### src/rtl/icache_direct.sv
// icache_direct: direct-mapped, read-only instruction cache for the IF stage.
//
// A hit returns the instruction combinationally in the same cycle. A miss
// drops cpu_ready and refills the whole line from backing memory, one word
// per req/ack handshake, in ascending offset order. A DONE bubble follows
// the refill, and then the lookup is repeated.
//
// Ports:
//   clock      system clock; all state changes on the rising edge
//   reset      synchronous, active-high
//   cpu_addr   word address of the requested instruction (PC)
//   cpu_data   instruction word; valid only while cpu_ready = 1
//   cpu_ready  lookup hit this cycle
//   flush      single-cycle pulse; invalidates every line
//   mem_req    refill word request; held until mem_ack
//   mem_addr   word address of the requested refill word
//   mem_ack    mem_data valid; consumes the current request
//   mem_data   refill data word
//
// state  | meaning
// IDLE   | lookup; hit serves the CPU, miss captures the line and starts a refill
// REFILL | burst of WORDS requests to memory, one word per ack
// DONE   | single bubble cycle before the lookup is repeated

module icache_direct #(
    parameter int LINES = 16,
    parameter int WORDS = 4
) (
    input  logic        clock,
    input  logic        reset,
    input  logic [31:0] cpu_addr,
    output logic [31:0] cpu_data,
    output logic        cpu_ready,
    input  logic        flush,
    output logic        mem_req,
    output logic [31:0] mem_addr,
    input  logic        mem_ack,
    input  logic [31:0] mem_data
);

    localparam int OFF_W = $clog2(WORDS);
    localparam int IDX_W = $clog2(LINES);
    localparam int TAG_W = 32 - OFF_W - IDX_W;
    localparam logic [OFF_W-1:0] CNT_LAST = OFF_W'(WORDS - 1);

    typedef enum logic [1:0] {
        IDLE,
        REFILL,
        DONE
    } state_t;

    state_t state;
    state_t state_next;

    logic [OFF_W-1:0] offset;
    logic [IDX_W-1:0] index;
    logic [TAG_W-1:0] tag;

    logic [31:0]      data_arr [LINES][WORDS];
    logic [TAG_W-1:0] tag_arr  [LINES];
    logic [LINES-1:0] valid;

    logic [IDX_W-1:0] miss_idx;
    logic [TAG_W-1:0] miss_tag;
    logic [OFF_W-1:0] cnt;
    logic             abort_fill;

    logic hit;
    logic start_fill;
    logic word_ack;
    logic fill_last;

    assign offset = cpu_addr[OFF_W-1:0];
    assign index  = cpu_addr[OFF_W+IDX_W-1:OFF_W];
    assign tag    = cpu_addr[31:OFF_W+IDX_W];

    assign hit       = valid[index] && (tag_arr[index] == tag);
    assign word_ack  = (state == REFILL) && mem_ack;
    assign fill_last = word_ack && (cnt == CNT_LAST);

    always_ff @(posedge clock) begin
        if (reset) begin
            state <= IDLE;
        end else begin
            state <= state_next;
        end
    end

    // Outputs are forced to zero outside the state that owns them, so that
    // cpu_data never exposes the unreset data array on a miss.
    always_comb begin
        state_next = state;
        cpu_ready  = 1'b0;
        cpu_data   = '0;
        mem_req    = 1'b0;
        mem_addr   = '0;
        start_fill = 1'b0;
        case (state)
            IDLE: begin
                cpu_ready = hit;
                if (hit) begin
                    cpu_data = data_arr[index][offset];
                end else if (!flush) begin
                    start_fill = 1'b1;
                    state_next = REFILL;
                end
            end
            REFILL: begin
                mem_req  = 1'b1;
                mem_addr = {miss_tag, miss_idx, cnt};
                if (fill_last) begin
                    state_next = DONE;
                end
            end
            DONE: begin
                state_next = IDLE;
            end
            default: begin
                state_next = IDLE;
            end
        endcase
    end

    // Control registers. A flush always wins over the end-of-burst valid set,
    // and a flush arriving mid-burst marks the line being filled as unusable.
    always_ff @(posedge clock) begin
        if (reset) begin
            valid      <= '0;
            cnt        <= '0;
            abort_fill <= 1'b0;
            miss_idx   <= '0;
            miss_tag   <= '0;
        end else begin
            if (start_fill) begin
                miss_idx <= index;
                miss_tag <= tag;
                cnt      <= '0;
            end
            if (word_ack) begin
                cnt <= cnt + 1'b1;
            end
            if (fill_last && !abort_fill) begin
                valid[miss_idx] <= 1'b1;
            end
            if (flush) begin
                valid <= '0;
                if (state != IDLE) begin
                    abort_fill <= 1'b1;
                end
            end
            if (state == DONE) begin
                abort_fill <= 1'b0;
            end
        end
    end

    // Storage arrays carry no reset; the valid bits guard them.
    always_ff @(posedge clock) begin
        if (!reset && word_ack) begin
            data_arr[miss_idx][cnt] <= mem_data;
            if (fill_last) begin
                tag_arr[miss_idx] <= miss_tag;
            end
        end
    end

endmodule

### config.mk
export PLATFORM = sky130hd
export DESIGN_NAME = icache_direct
export DESIGN_NICKNAME = d
export VERILOG_FILES = /design/src/rtl/icache_direct.sv
export SDC_FILE = /design/constraint.sdc
export NUM_CORES = 2
export LEC_CHECK = 0
export CAP_MARGIN = 20
export CORE_ASPECT_RATIO = 1.4
export CORE_MARGIN = 2
export CORE_UTILIZATION = 62
export CTS_CLUSTER_SIZE = 8
export DETAILED_ROUTE_END_ITERATION = 10
export PLACE_DENSITY = 0.79
export SLEW_MARGIN = 0
export SYNTH_ARGS = -nofsm -noshare
export SYNTH_HDL_FRONTEND = slang
export SYNTH_SLANG_ARGS = --single-unit
### constraint.sdc
create_clock -name clock -period 9.25 [get_ports clock]
set_input_delay 2.775 -clock clock [delete_from_list [all_inputs] [get_ports clock]]
set_output_delay 2.775 -clock clock [all_outputs]
set_load 0.03 [all_outputs]
; After elaboration in Yosys (flattened, before gate mapping)
; Memory sizes are Yosys's and may differ from the RTL's.
; Index checks and enable logic that the tools add are counted.
[totals]
regBits = 51
ram_bits = 2464
in_bits = 68
word_cells = 69
n_memories = 2
[op_classes]
addsub = 1
n_lt_le_gt_ge = 6
eq_ne = 7
n_mux = 28
bitwise_logic = 3
n_reduce_logical = 16
[memory_table]
columns = name, depth, width, read_ports, rd_clocked_by_memory_dff, wr, line_no
row1 = data_arr, 16, 128, 1, 0, 1, 59  ; logic [31:0] data_arr [LINES][WORDS];
row2 = tag_arr, 16, 26, 1, 0, 1, 60  ; logic [TAG_W-1:0] tag_arr [LINES];
[op_table]
columns = op, n
row1 = $mux W32, 6
row2 = $mux W128, 1
row3 = $bmux W32 S2, 1
row4 = $demux W32 S2, 1
row5 = $eq A26 B26 Y1, 1
row6 = $or A16 B16 Y16, 1
row7 = $mux W1, 11
row8 = $lt A4 B5 Y1 const B, 2
row9 = $mux W2, 5
row10 = $logic_and A1 B1 Y1, 7
row11 = $ge A3 B3 Y1 const B, 2
row12 = $ne A2 B2 Y1 const B, 3
row13 = $not A2 Y3, 2
row14 = $bmux W1 S4, 1
row15 = $demux W1 S4, 1
row16 = $eq A2 B2 Y1 const B, 2
row17 = $ge A4 B1 Y1 const B, 1
row18 = $pmux W2 S2, 1
row19 = $reduce_bool A2 Y1, 2
row20 = $reduce_or A2 Y1, 2
row21 = $lt A3 B1 Y1 const B, 1
row22 = $reduce_and A3 Y1, 1
row23 = $add A2 B1 Y2 const B, 1
row24 = $eq A2 B1 Y1 const B, 1
row25 = 3 further kinds, 4

; Logic depth before layout (Yosys ltp)
[logic_depth]
word_depth = 7
depth_mapped = 15

; Worst setup path before layout
; Ideal clock, no wire load.
[synth_path]
path_type = in2out
from = input port cpu_addr[2]
to = output port cpu_data[10]
arrival_ns = 5.659
required_ns = 6.475
path_slack_ns = 0.816
path_stages = 13
n_path_buf = 7
cell_sequence = buf_6 buf_8 buf_6 buf_6 buf_6 buf_2 mux2i_1 xor2_1 nand4_1 a2111oi_4 nand4_2 buf_2 nor2b_1
[synth_via]
elab_chain_cells = 6
[synth_rtl]
columns = item, line_no
row1 = start: declaration, 31  ; input logic [31:0] cpu_addr,
row2 = $mem_v2 Z16 W128, n/a
row3 = $bmux W32 S2, 102  ; cpu_data = data_arr[index][offset];
row4 = $mux W32 (implied by the code) (2 in a row), 102
row5 = $mux W32 (*), 101  ; if (hit) begin
row6 = $mux W32 (*), 98  ; case (state)
row7 = end: declaration, 32  ; output logic [31:0] cpu_data,
; Mark *: on every way between the ends. The rest lies on a longest branch, timed or not. The select of a mux whose other input is x is not followed.

; Final worst setup path
[layout_path]
from = input port cpu_addr[2]
to = output port cpu_data[25]
; Same word-level chain as after synthesis.

==> results.json <==
{
  "crit_path_end_kind": "primary output",
  "worstMarginPinSlew_ns": 1.24,
  "start_kind": "input port",
  "syn_area_um2": 97700,
  "clock-sinks": 2515,
  "grt_pass1_wl_mm": 407,
  "fin_cells": 6795,
  "maxCapViolations": 0,
  "fmax_ghz": 0.109,
  "die_w_um": 340,
  "crit_arrival_ns": 6.38,
  "dieArea_um2": 161000,
  "critPathBufInv": 4,
  "fillers": 8218,
  "rsz0062_at_grt": "no",
  "die_h_um": 474,
  "clockBufferDepth": 4,
  "finalPower_mw": 25.5,
  "routedWlPerCell_um": 42.8,
  "antenna_found_initial": 17,
  "cts_tree": "built",
  "yosysUniqueCellTypes": 54,
  "wirelength_mm": 291,
  "viasPerCell": 7.50,
  "grt_max_degree": 131,
  "cp_slowest_cell": "or4_1",
  "drive_gt1_share_pct": 31.6,
  "ys_async_sr_fraction_pct": 0,
  "fin_worst_skew_ns": 0.0698,
  "track_usage_pct": 36.7,
  "syn_inst": 4204,
  "synth_seq_cells": 2515,
  "clk_pin_slew_ns": 0.05,
  "initial_core_util_pct": 62.4,
  "grt-ovfl-total": 0,
  "critPathLaunch": "cpu_addr[2]",
  "slew_violations": 0,
  "place_inst": 6347,
  "core-area_um2": 157000,
  "ys.flop_type": "edfxtp_1",
  "nets": 4717,
  "synth_nets": 4276,
  "path_cells": "buf_8 > mux4_2 > a22oi_1 > a21oi_1 > or4_1 > nor4_1 > buf_4 > and3_1 > nand4_4 > buf_12 > nor2b_1 > buf_12",
  "syn2layout_area_growth_pct": 15.4,
  "min_period_ns": 9.15,
  "critPathMaxFanout": 33,
  "cts_hold_buffers": 0,
  "irDropWorstVdd_mv": 0.204,
  "crit_top_cell": "buf_12",
  "leakagePower_nw": 35.5,
  "ctsResizeCount": 0,
  "p_per_area_nw_per_um2": 226,
  "critPathKind": "input port to primary output",
  "reg2reg_from": "state[0]$_SDFFE_PP0P_",
  "drc": 0,
  "drt_iter0_drc": 8870,
  "portBuffers": 133,
  "setup_viol": 0,
  "cts_buffers": 364,
  "grt_pass1_vias": 52951,
  "gp_congestion": 0.815,
  "setup_slack_ns": 0.0996,
  "first_pass_iters": 6,
  "crit_family": "simple AND/OR/NAND/NOR gates",
  "hold_ws_ns": 0.478,
  "num_rows": 172,
  "htreeDepth": 5,
  "finalCritPeriodShare_pct": 98.9,
  "final-hold-violation-count": 0,
  "syn_area_per_cell_um2": 23.2,
  "pin_count": 134,
  "critPathMaxStageDelay_ns": 0.60,
  "root_buffer": "clkbuf_16",
  "seq_area_frac_synth_pct": 76.8,
  "ant_nets": 0,
  "vias": 50996,
  "synth-edff-count": 2464,
  "cts_setup_buffers": 0,
  "pre_cts_ws_ns": 0.136,
  "slew_headroom_pct": 17.2,
  "dp_hpwl_mm": 141,
  "status": "finished clean",
  "tns_ns": 0,
  "clkLatencyLatePin_ns": 0.95,
  "ys_warn_count": 0,
  "hold_start": "valid[1]$_SDFFE_PP0P_",
  "crit_required_ns": 6.48,
  "min_path_type": "flop to flop"
}
-- cells by family (layout without fill, tap and decap cells) --
kind of cell             count (synthesis)  after routing  synth area share, %
AO/OA/AOI/OAI                          122            122                0.846
XOR/XNOR                                33             33                0.296
adder cells (fa/ha/maj)                  4              4               0.0512
buffers and inverters                  253            749                 1.38
flip-flops                            2515           2515                 76.8
multiplexers                           829            829                 18.2
other                                    0              7                    0
AND/OR/NAND/NOR                        448            448                 2.48
-- sequential cells by signal (all words and copies together), names as in the netlist --
name        count
data_arr     2048
miss_tag       26
miss_idx        4
valid          16
state           2
cnt             2
abort_fill      1
tag_arr       416
-- final timing paths --
kind / depth (start not counted) / to / slack, ns
worst max-delay path: 12 / cpu_data[25] / 0.1
worst min register to register: 2 / valid[1]$_SDFFE_PP0P_ / 0.48
worst min-delay path: 2 / valid[1]$_SDFFE_PP0P_ / 0.48
worst max register to register: 7 / data_arr[11][29]$_DFFE_PP_ / 5.18
-- layout by cell type, fill, tap and decap left out, types with 8 or more instances in the layout --
cell type,count
nor2b_1,76
nand2_1,49
o21ai_0,42
buf_4,131
xor2_1,28
nand2b_1,30
clkdlybuf4s50_1,61
a31oi_1,12
nand3_1,14
nor3b_1,28
buf_2,34
a22oi_1,21
dfxtp_1,51
edfxtp_1,2464
clkbuf_16,366
nor2_1,36
clkbuf_1,43
inv_1,8
buf_12,84
mux2i_1,70
a21oi_1,10
nand4_1,69
mux4_2,756
inv_6,9
and2_1,35
nor2_4,80
-- worst reg2reg max path, cell delays in order, from the launching register on --
cell	delay, ns
dfxtp_1	0.38
nor2b_2	0.16
buf_4	0.31
nand2_1	0.20
nor2_1	0.32
nand2_4	0.55
nor2_4	1.08
buf_4	0.64
-- cell type report --
class	count	area [um^2]	share of cell area (%)
clock buffer	409	9320	8.27
tap	2088	2610	2.32
antenna	7	17.5	0.0155
sequential	2515	75000	66.5
timing repair buffer	319	3640	3.23
multi-input combinational	1436	22000	19.5
clock inverter	12	123	0.109
inverter	9	33.8	0.0300
-- metrics by stage --
stage | util [%] | area [um^2]
2_1_floorplan | - | 97700
3_3_place_gp | 65.6 | 103000
3_5_place_dp | 65.7 | 103000
4_1_cts | 71.7 | 112000
5_1_grt | 72.0 | 113000
6_report | 72.0 | 113000
-- synthesized netlist by cell type (all sizes together), types with 14 or more instances --
cell type	instances	share of area [%]
a22oi	21	0.16
and2	35	0.22
buf	151	0.98
clkbuf	93	0.36
dfxtp	51	1.0
edfxtp	2464	76
mux2i	70	0.72
mux4	756	17
nand2	50	0.19
nand2b	30	0.19
nand3	14	0.072
nand4	70	0.45
nor2	116	0.45
nor2b	78	0.50
nor3b	28	0.22
o21ai	42	0.22
xor2	28	0.25
-- per-layer routing --
| metal | global-route usage (%) | wire [um] | share of wire [%] | up-vias |
|---|---|---|---|---|
| met3 | 9.87 | 37300 | 13 | 1087 |
| met1 | 45.9 | 90400 | 31 | 26318 |
| li1 | - | - | - | 18688 |
| met2 | 58.8 | 143000 | 49 | 4885 |
| met4 | 21.2 | 19900 | 6.9 | 18 |
| met5 | 0 | 140 | 0.048 | - |
-- report_power, final --
group          switching (mW)  internal, mW
Sequential             0.0850          12.6
Clock                    4.66          6.98
Combinational           0.707         0.501
Power figures use the tool's default switching activity.
